==> src/rtl/imem_load_ctrl_if.sv <==
// Bundle of the loader, fetch and RAM-port signals around imem_load_ctrl.
// master: the environment (program loader, CPU fetch unit, RAM read data).
// slave:  the controller itself.
interface imem_load_ctrl_if #(
   parameter int AW = 10,
   parameter int DW = 32
);

   // Program loader handshake
   logic          ld_start;
   logic [AW:0]   ld_count;
   logic          ld_valid;
   logic [DW-1:0] ld_data;
   logic          ld_ready;

   // CPU instruction fetch
   logic          if_req;
   logic [AW-1:0] if_addr;
   logic [DW-1:0] if_rd;
   logic          if_valid;
   logic          cpu_stall;

   // Status
   logic          busy;
   logic          done;
   logic          load_err;

   // Single RAM port (synchronous write, asynchronous read)
   logic [AW-1:0] mem_a;
   logic          mem_we;
   logic [DW-1:0] mem_wd;
   logic [DW-1:0] mem_rd;

   modport master (
      output ld_start, ld_count, ld_valid, ld_data,
      output if_req, if_addr,
      output mem_rd,
      input  ld_ready, if_rd, if_valid, cpu_stall,
      input  busy, done, load_err,
      input  mem_a, mem_we, mem_wd
   );

   modport slave (
      input  ld_start, ld_count, ld_valid, ld_data,
      input  if_req, if_addr,
      input  mem_rd,
      output ld_ready, if_rd, if_valid, cpu_stall,
      output busy, done, load_err,
      output mem_a, mem_we, mem_wd
   );

endinterface

==> src/rtl/imem_load_ctrl.sv <==
// imem_load_ctrl: sequencer and arbiter for the single-port instruction RAM.
// A load request zero-fills every RAM word, streams the program in from
// address 0, then gives the port to the CPU fetch path and drops the stall.
// state, ptr, cnt, done and load_err are registered; every other output is
// decoded combinationally from the state, the pointer and the inputs.
module imem_load_ctrl #(
   parameter int AW = 10,
   parameter int DW = 32
) (
   input  logic            clk,
   input  logic            reset,
   imem_load_ctrl_if.slave bus
);

   // DEPTH and DEPTH-1 expressed in the AW+1 bit pointer/count width
   localparam logic [AW:0] DEPTH_W = {1'b1, {AW{1'b0}}};
   localparam logic [AW:0] LAST_W  = {1'b0, {AW{1'b1}}};

   typedef enum logic [1:0] {
      IDLE  = 2'd0,
      CLEAR = 2'd1,
      LOAD  = 2'd2,
      RUN   = 2'd3
   } state_t;

   state_t        state_reg, state_next;
   logic [AW:0]   ptr_reg, ptr_next;
   logic [AW:0]   cnt_reg, cnt_next;
   logic          done_reg, done_next;
   logic          load_err_reg, load_err_next;

   logic [AW:0]   ptr_inc;
   logic          count_ok;
   logic          start_window;
   logic          fetch_en;

   logic          ld_ready_c;
   logic          mem_we_c;
   logic [AW-1:0] mem_a_c;
   logic [DW-1:0] mem_wd_c;
   logic          busy_c;
   logic          cpu_stall_c;
   logic          if_valid_c;

   // ptr never exceeds DEPTH, so the increment cannot wrap in AW+1 bits
   assign ptr_inc      = ptr_reg + 1'b1;
   assign count_ok     = (bus.ld_count != '0) && (bus.ld_count <= DEPTH_W);
   // A new load may only be requested while the RAM is not being rewritten
   assign start_window = (state_reg == IDLE) || (state_reg == RUN);

   // State register and load bookkeeping; reset abandons any clear/load
   always_ff @(posedge clk) begin
      if (reset) begin
         state_reg    <= IDLE;
         ptr_reg      <= '0;
         cnt_reg      <= '0;
         done_reg     <= 1'b0;
         load_err_reg <= 1'b0;
      end else begin
         state_reg    <= state_next;
         ptr_reg      <= ptr_next;
         cnt_reg      <= cnt_next;
         done_reg     <= done_next;
         load_err_reg <= load_err_next;
      end
   end

   // Next-state logic and RAM-port / handshake output decode
   always_comb begin
      state_next    = state_reg;
      ptr_next      = ptr_reg;
      cnt_next      = cnt_reg;
      done_next     = 1'b0;
      load_err_next = load_err_reg;

      ld_ready_c    = 1'b0;
      mem_we_c      = 1'b0;
      mem_a_c       = '0;
      mem_wd_c      = '0;
      busy_c        = 1'b0;
      cpu_stall_c   = 1'b1;
      if_valid_c    = 1'b0;

      unique case (state_reg)
         IDLE: begin
            // CPU held, RAM untouched; only a load request moves us on
            cpu_stall_c = 1'b1;
            mem_we_c    = 1'b0;
         end

         CLEAR: begin
            // One zero write per cycle across the whole RAM
            busy_c   = 1'b1;
            mem_we_c = 1'b1;
            mem_a_c  = ptr_reg[AW-1:0];
            mem_wd_c = '0;
            if (ptr_reg == LAST_W) begin
               ptr_next   = '0;
               state_next = LOAD;
            end else begin
               ptr_next = ptr_inc;
            end
         end

         LOAD: begin
            // Always ready; a word is written on each cycle the loader is valid
            busy_c     = 1'b1;
            ld_ready_c = 1'b1;
            mem_we_c   = bus.ld_valid;
            mem_a_c    = ptr_reg[AW-1:0];
            mem_wd_c   = bus.ld_data;
            if (bus.ld_valid) begin
               ptr_next = ptr_inc;
               if (ptr_inc == cnt_reg) begin
                  state_next = RUN;
                  done_next  = 1'b1;
               end
            end
         end

         RUN: begin
            // Port belongs to fetch: zero-latency read through the async RAM
            cpu_stall_c = 1'b0;
            mem_a_c     = bus.if_addr;
            if_valid_c  = bus.if_req;
         end

         default: begin
            state_next = IDLE;
         end
      endcase

      // Load request: legal counts restart the sequence, illegal ones only flag
      if (start_window && bus.ld_start) begin
         if (count_ok) begin
            state_next    = CLEAR;
            ptr_next      = '0;
            cnt_next      = bus.ld_count;
            load_err_next = 1'b0;
         end else begin
            load_err_next = 1'b1;
         end
      end

      // While reset is held, present the idle/reset view and never write
      if (reset) begin
         ld_ready_c  = 1'b0;
         mem_we_c    = 1'b0;
         mem_a_c     = '0;
         mem_wd_c    = '0;
         busy_c      = 1'b0;
         cpu_stall_c = 1'b1;
         if_valid_c  = 1'b0;
      end
   end

   assign fetch_en      = (state_reg == RUN) && !reset;

   assign bus.ld_ready  = ld_ready_c;
   assign bus.mem_we    = mem_we_c;
   assign bus.mem_a     = mem_a_c;
   assign bus.mem_wd    = mem_wd_c;
   assign bus.busy      = busy_c;
   assign bus.cpu_stall = cpu_stall_c;
   assign bus.if_valid  = if_valid_c;
   assign bus.if_rd     = fetch_en ? bus.mem_rd : '0;
   assign bus.done      = done_reg;
   assign bus.load_err  = load_err_reg;

endmodule
==> src/flat_wrapper.sv <==
// flat-port wrapper written by rule: the top's interface ports become plain ports
module imem_load_ctrl_flat 
#(
   parameter int AW = 10,
   parameter int DW = 32
)
  (clk, reset, bus_ld_start, bus_ld_count, bus_ld_valid, bus_ld_data, bus_if_req, bus_if_addr, bus_mem_rd, bus_ld_ready, bus_if_rd, bus_if_valid, bus_cpu_stall, bus_busy, bus_done, bus_load_err, bus_mem_a, bus_mem_we, bus_mem_wd);
  imem_load_ctrl_if #(.AW(AW), .DW(DW)) bus_i ();
  input  logic clk;
  input  logic reset;
  input wire logic [$bits(bus_i.ld_start)-1:0] bus_ld_start;
  input wire logic [$bits(bus_i.ld_count)-1:0] bus_ld_count;
  input wire logic [$bits(bus_i.ld_valid)-1:0] bus_ld_valid;
  input wire logic [$bits(bus_i.ld_data)-1:0] bus_ld_data;
  input wire logic [$bits(bus_i.if_req)-1:0] bus_if_req;
  input wire logic [$bits(bus_i.if_addr)-1:0] bus_if_addr;
  input wire logic [$bits(bus_i.mem_rd)-1:0] bus_mem_rd;
  output wire logic [$bits(bus_i.ld_ready)-1:0] bus_ld_ready;
  output wire logic [$bits(bus_i.if_rd)-1:0] bus_if_rd;
  output wire logic [$bits(bus_i.if_valid)-1:0] bus_if_valid;
  output wire logic [$bits(bus_i.cpu_stall)-1:0] bus_cpu_stall;
  output wire logic [$bits(bus_i.busy)-1:0] bus_busy;
  output wire logic [$bits(bus_i.done)-1:0] bus_done;
  output wire logic [$bits(bus_i.load_err)-1:0] bus_load_err;
  output wire logic [$bits(bus_i.mem_a)-1:0] bus_mem_a;
  output wire logic [$bits(bus_i.mem_we)-1:0] bus_mem_we;
  output wire logic [$bits(bus_i.mem_wd)-1:0] bus_mem_wd;
  assign bus_i.ld_start = bus_ld_start;
  assign bus_i.ld_count = bus_ld_count;
  assign bus_i.ld_valid = bus_ld_valid;
  assign bus_i.ld_data = bus_ld_data;
  assign bus_i.if_req = bus_if_req;
  assign bus_i.if_addr = bus_if_addr;
  assign bus_i.mem_rd = bus_mem_rd;
  assign bus_ld_ready = bus_i.ld_ready;
  assign bus_if_rd = bus_i.if_rd;
  assign bus_if_valid = bus_i.if_valid;
  assign bus_cpu_stall = bus_i.cpu_stall;
  assign bus_busy = bus_i.busy;
  assign bus_done = bus_i.done;
  assign bus_load_err = bus_i.load_err;
  assign bus_mem_a = bus_i.mem_a;
  assign bus_mem_we = bus_i.mem_we;
  assign bus_mem_wd = bus_i.mem_wd;
  imem_load_ctrl #(.AW(AW), .DW(DW)) u_core (.clk(clk), .reset(reset), .bus(bus_i));
endmodule
==> config.mk <==
export PLATFORM = sky130hd
export DESIGN_NAME = imem_load_ctrl_flat
export DESIGN_NICKNAME = d
export VERILOG_FILES = /design/src/rtl/imem_load_ctrl_if.sv /design/src/rtl/imem_load_ctrl.sv /design/src/flat_wrapper.sv
export SDC_FILE = /design/constraint.sdc
export NUM_CORES = 1
export LEC_CHECK = 0
export CORE_MARGIN = 3
export CORE_UTILIZATION = 34
export CTS_BUF_LIST = sky130_fd_sc_hd__clkbuf_8
export CTS_CLUSTER_DIAMETER = 60
export DETAILED_ROUTE_END_ITERATION = 10
export PLACE_DENSITY = 0.9
export SYNTH_ARGS = -nofsm -noshare
export SYNTH_HDL_FRONTEND = slang
export SYNTH_SLANG_ARGS = --single-unit
==> constraint.sdc <==
create_clock -name clk -period 2.9 [get_ports clk]
set_clock_uncertainty 0.15 [all_clocks]
set_input_delay 0.29 -clock clk [delete_from_list [all_inputs] [get_ports clk]]
set_output_delay 0.29 -clock clk [all_outputs]
set_load 0.01 [all_outputs]
==> run metrics, run 1 <==
status finished, final reports clean; Synth top cells by count and2_1 (67), nor2_1 (44), dfxtp_1 (26); Power Dens Cells 224 nW/µm²; first-pass GRT wire length 12.5 mm; hold crit path type reg -> reg; Post-DP Area 3920 µm²; Max-slew headroom 46.7%; Overall Power 893 µW; adder-cell share of the synthesized area 2.91%; post-cts sizing count 0; cts bufs inserted 3; Final Cycle Share 91.7%; Final #Nets 547; Routed Antenna Nets 0; Remaining DRCs 0; slowest cell on the critical path o21ai_0; Initial Util 35.7%; Core ar. 6030 µm²; Setup Buffers After CTS 0; Leakage 1.44 nW; Setup-failing EPs final 0; clock tree buffer depth 2; Peak VDD IR 170 µV; via count 2687; Clock Latency Late Sink 0.28 ns; largest family of logic cells by synthesized area simple AND/OR/NAND/NOR gates; number of enable flip-flop cells after synthesis 0; Req. time, crit path 2.46 ns; Mapped Nets 386; CP top delay family buffers and inverters; Yosys top cell area share 24.2%; cell mode on critical path inv_1; critical path, cell by cell inv_1 > ha_1 > nand2_1 > inv_1 > o21ai_0 > nor2_1 > clkdlybuf4s50_1; routability congestion estimate 0.891; row count 28; CTS tree yes; # H-tree levels 1; clock sinks 26; I/O pin cnt 171; WS Path Type reg -> out; Final Hold Viols 0; final wirelength 8.20 mm; P&R area growth vs syn 85.3%; Slew Limit Fails 0; gr ovfl total 0; worst slew pin tran 0.797 ns; CP Max Fanout 6; Final HPWL DP 6.97 mm; fin crit period 2.66 ns; Netlist Area Pre-Place 2150 µm²; Synth area leader dfxtp_1; port buffer count 170; setup TNS 0 ns; CTS root buffer clkbuf_8; RSZ-0062 raised after global routing no; Worst EP arrival 2.22 ns; Clk pin slew, worst setup/hold paths 0.09 ns; largest net degree at the start of global routing 35; fin util 66.2%; n_diodes 0; Synth Area in XOR/XNOR 6.10%; CP Capture Type primary output; die height 85.6 µm; via/cell ratio 5.11; crit path launch type flop; Iteration-0 DRC Markers 140; Bufs and invs on worst path 3; CTS Hold Bufs 0; Synth cell types 43; wire per inst 15.6 µm; drt pass-1 iters 4; syn avg cell area 7.40 µm²; initial antenna violation count 0; post-synthesis mux area share 5.58%; Synth area leaders dfxtp_1 (24%), and2_1 (19%), nor2_1 (7.7%); Synth Area in Compound Gates 16.1%; Total GRT Usage 21.4%; Yosys reg bits 26; die area 7320 µm²; Die Width 85.6 µm; hold_ws 0.337 ns; yosys warns 0; FFs w/ async S/R, synth 0%; total of max-cap violations 0; vias in the first global route 2581; share of post-route cells with drive strength above 1 4.21%; max frequency 376 MHz; top-count cell post-synth and2_1; post-synthesis simple-gate area fraction 39.7%; Worst path max stage delay 0.54 ns; ys flop type dfxtp_1; Mapped Cells 291; sequential element share of the synthesized area 24.2%; fin area 3990 µm²
cell type report:
cell class | count | area (µm²)
fill | 487 | 2040
clock inverter | 1 | 30.0
timing repair buffer | 178 | 1760
clock buffer | 3 | 41.3
multi-input combinational | 236 | 1520
sequential | 26 | 520
inverter | 7 | 26.3
tap | 75 | 93.8
where the power goes:
group | internal [mW] | switching (mW)
Combinational | 0.139 | 0.0708
Sequential | 0.367 | 0.0105
Clock | 0.185 | 0.120
Total | 0.691 | 0.201
cell families after synthesis:
kind of cell / count (synthesis)
xor+xnor: 15
buf+inv: 29
mux: 12
simple gates: 151
compound gates: 53
fa+ha+maj: 5
flops: 26
layout by cell type, fill, tap and decap left out, types with 2 or more instances in the layout:
cell type / n
nand3_1: 5
o21ai_0: 13
nor3_1: 4
a21oi_1: 11
and3_1: 2
a31oi_1: 3
buf_4: 8
clkdlybuf4s50_1: 170
a22oi_1: 14
ha_1: 5
nor2b_1: 2
inv_1: 7
a211o_1: 2
nand2_1: 8
and2_1: 67
dfxtp_1: 26
nor4_1: 6
nand3b_1: 2
mux2i_1: 12
o21bai_1: 2
xnor2_1: 9
nor2_1: 44
clkbuf_8: 3
xor2_1: 6
or2_2: 2
metrics by stage:
stage	setup slack, ns	instances
after floorplan	0.636	291
after detailed placement	0.382	522
final	0.240	526
after CTS	0.233	526
after global placement	0.469	522
after global routing	0.148	526
final timing paths:
| path | start | to | slack, ns | depth (start not counted) |
|---|---|---|---|---|
| setup / recovery | u_core.state_reg[0] | bus_mem_we | 0.24 | 7 |
| hold / removal | u_core.bus.load_err | u_core.bus.load_err | 0.34 | 2 |
| setup reg to reg | u_core.ptr_reg[0] | u_core.ptr_reg[5] | 0.35 | 7 |
| hold reg to reg | u_core.bus.load_err | u_core.bus.load_err | 0.34 | 2 |
worst register-to-register path, stage by stage, from the launching register on:
cell,delay (ns)
dfxtp_1,0.33
ha_1,0.30
nand3_2,0.18
o41ai_1,0.11
and2_1,0.25
nor2_1,0.64
o21ai_0,0.20
a311oi_1,0.30
per-layer routing:
| layer | wire [µm] | vias to the layer above | GRT usage (%) | part of all wire [%] |
|---|---|---|---|---|
| met5 | 0 | - | 0 | 0 |
| met1 | 2840 | 1202 | 21.1 | 35 |
| met3 | 844 | 11 | 5.96 | 10 |
| li1 | - | 1317 | - | - |
| met4 | 133 | 0 | 5.47 | 1.6 |
| met2 | 4380 | 157 | 43.1 | 53 |
Note: power is estimated with default switching activity, not from simulation.
==> run 2: changes to the inputs <==
--- a/config.mk
+++ b/config.mk
@@ -7,10 +7,10 @@
 export LEC_CHECK = 0
 export CORE_MARGIN = 3
 export CORE_UTILIZATION = 34
-export CTS_BUF_LIST = sky130_fd_sc_hd__clkbuf_8
 export CTS_CLUSTER_DIAMETER = 60
 export DETAILED_ROUTE_END_ITERATION = 10
 export PLACE_DENSITY = 0.9
+export SKIP_CTS_REPAIR_TIMING = 1
 export SYNTH_ARGS = -nofsm -noshare
 export SYNTH_HDL_FRONTEND = slang
 export SYNTH_SLANG_ARGS = --single-unit
==> results of run 2 <==
Final layout, timing and power as in run 1 (identical DEF).
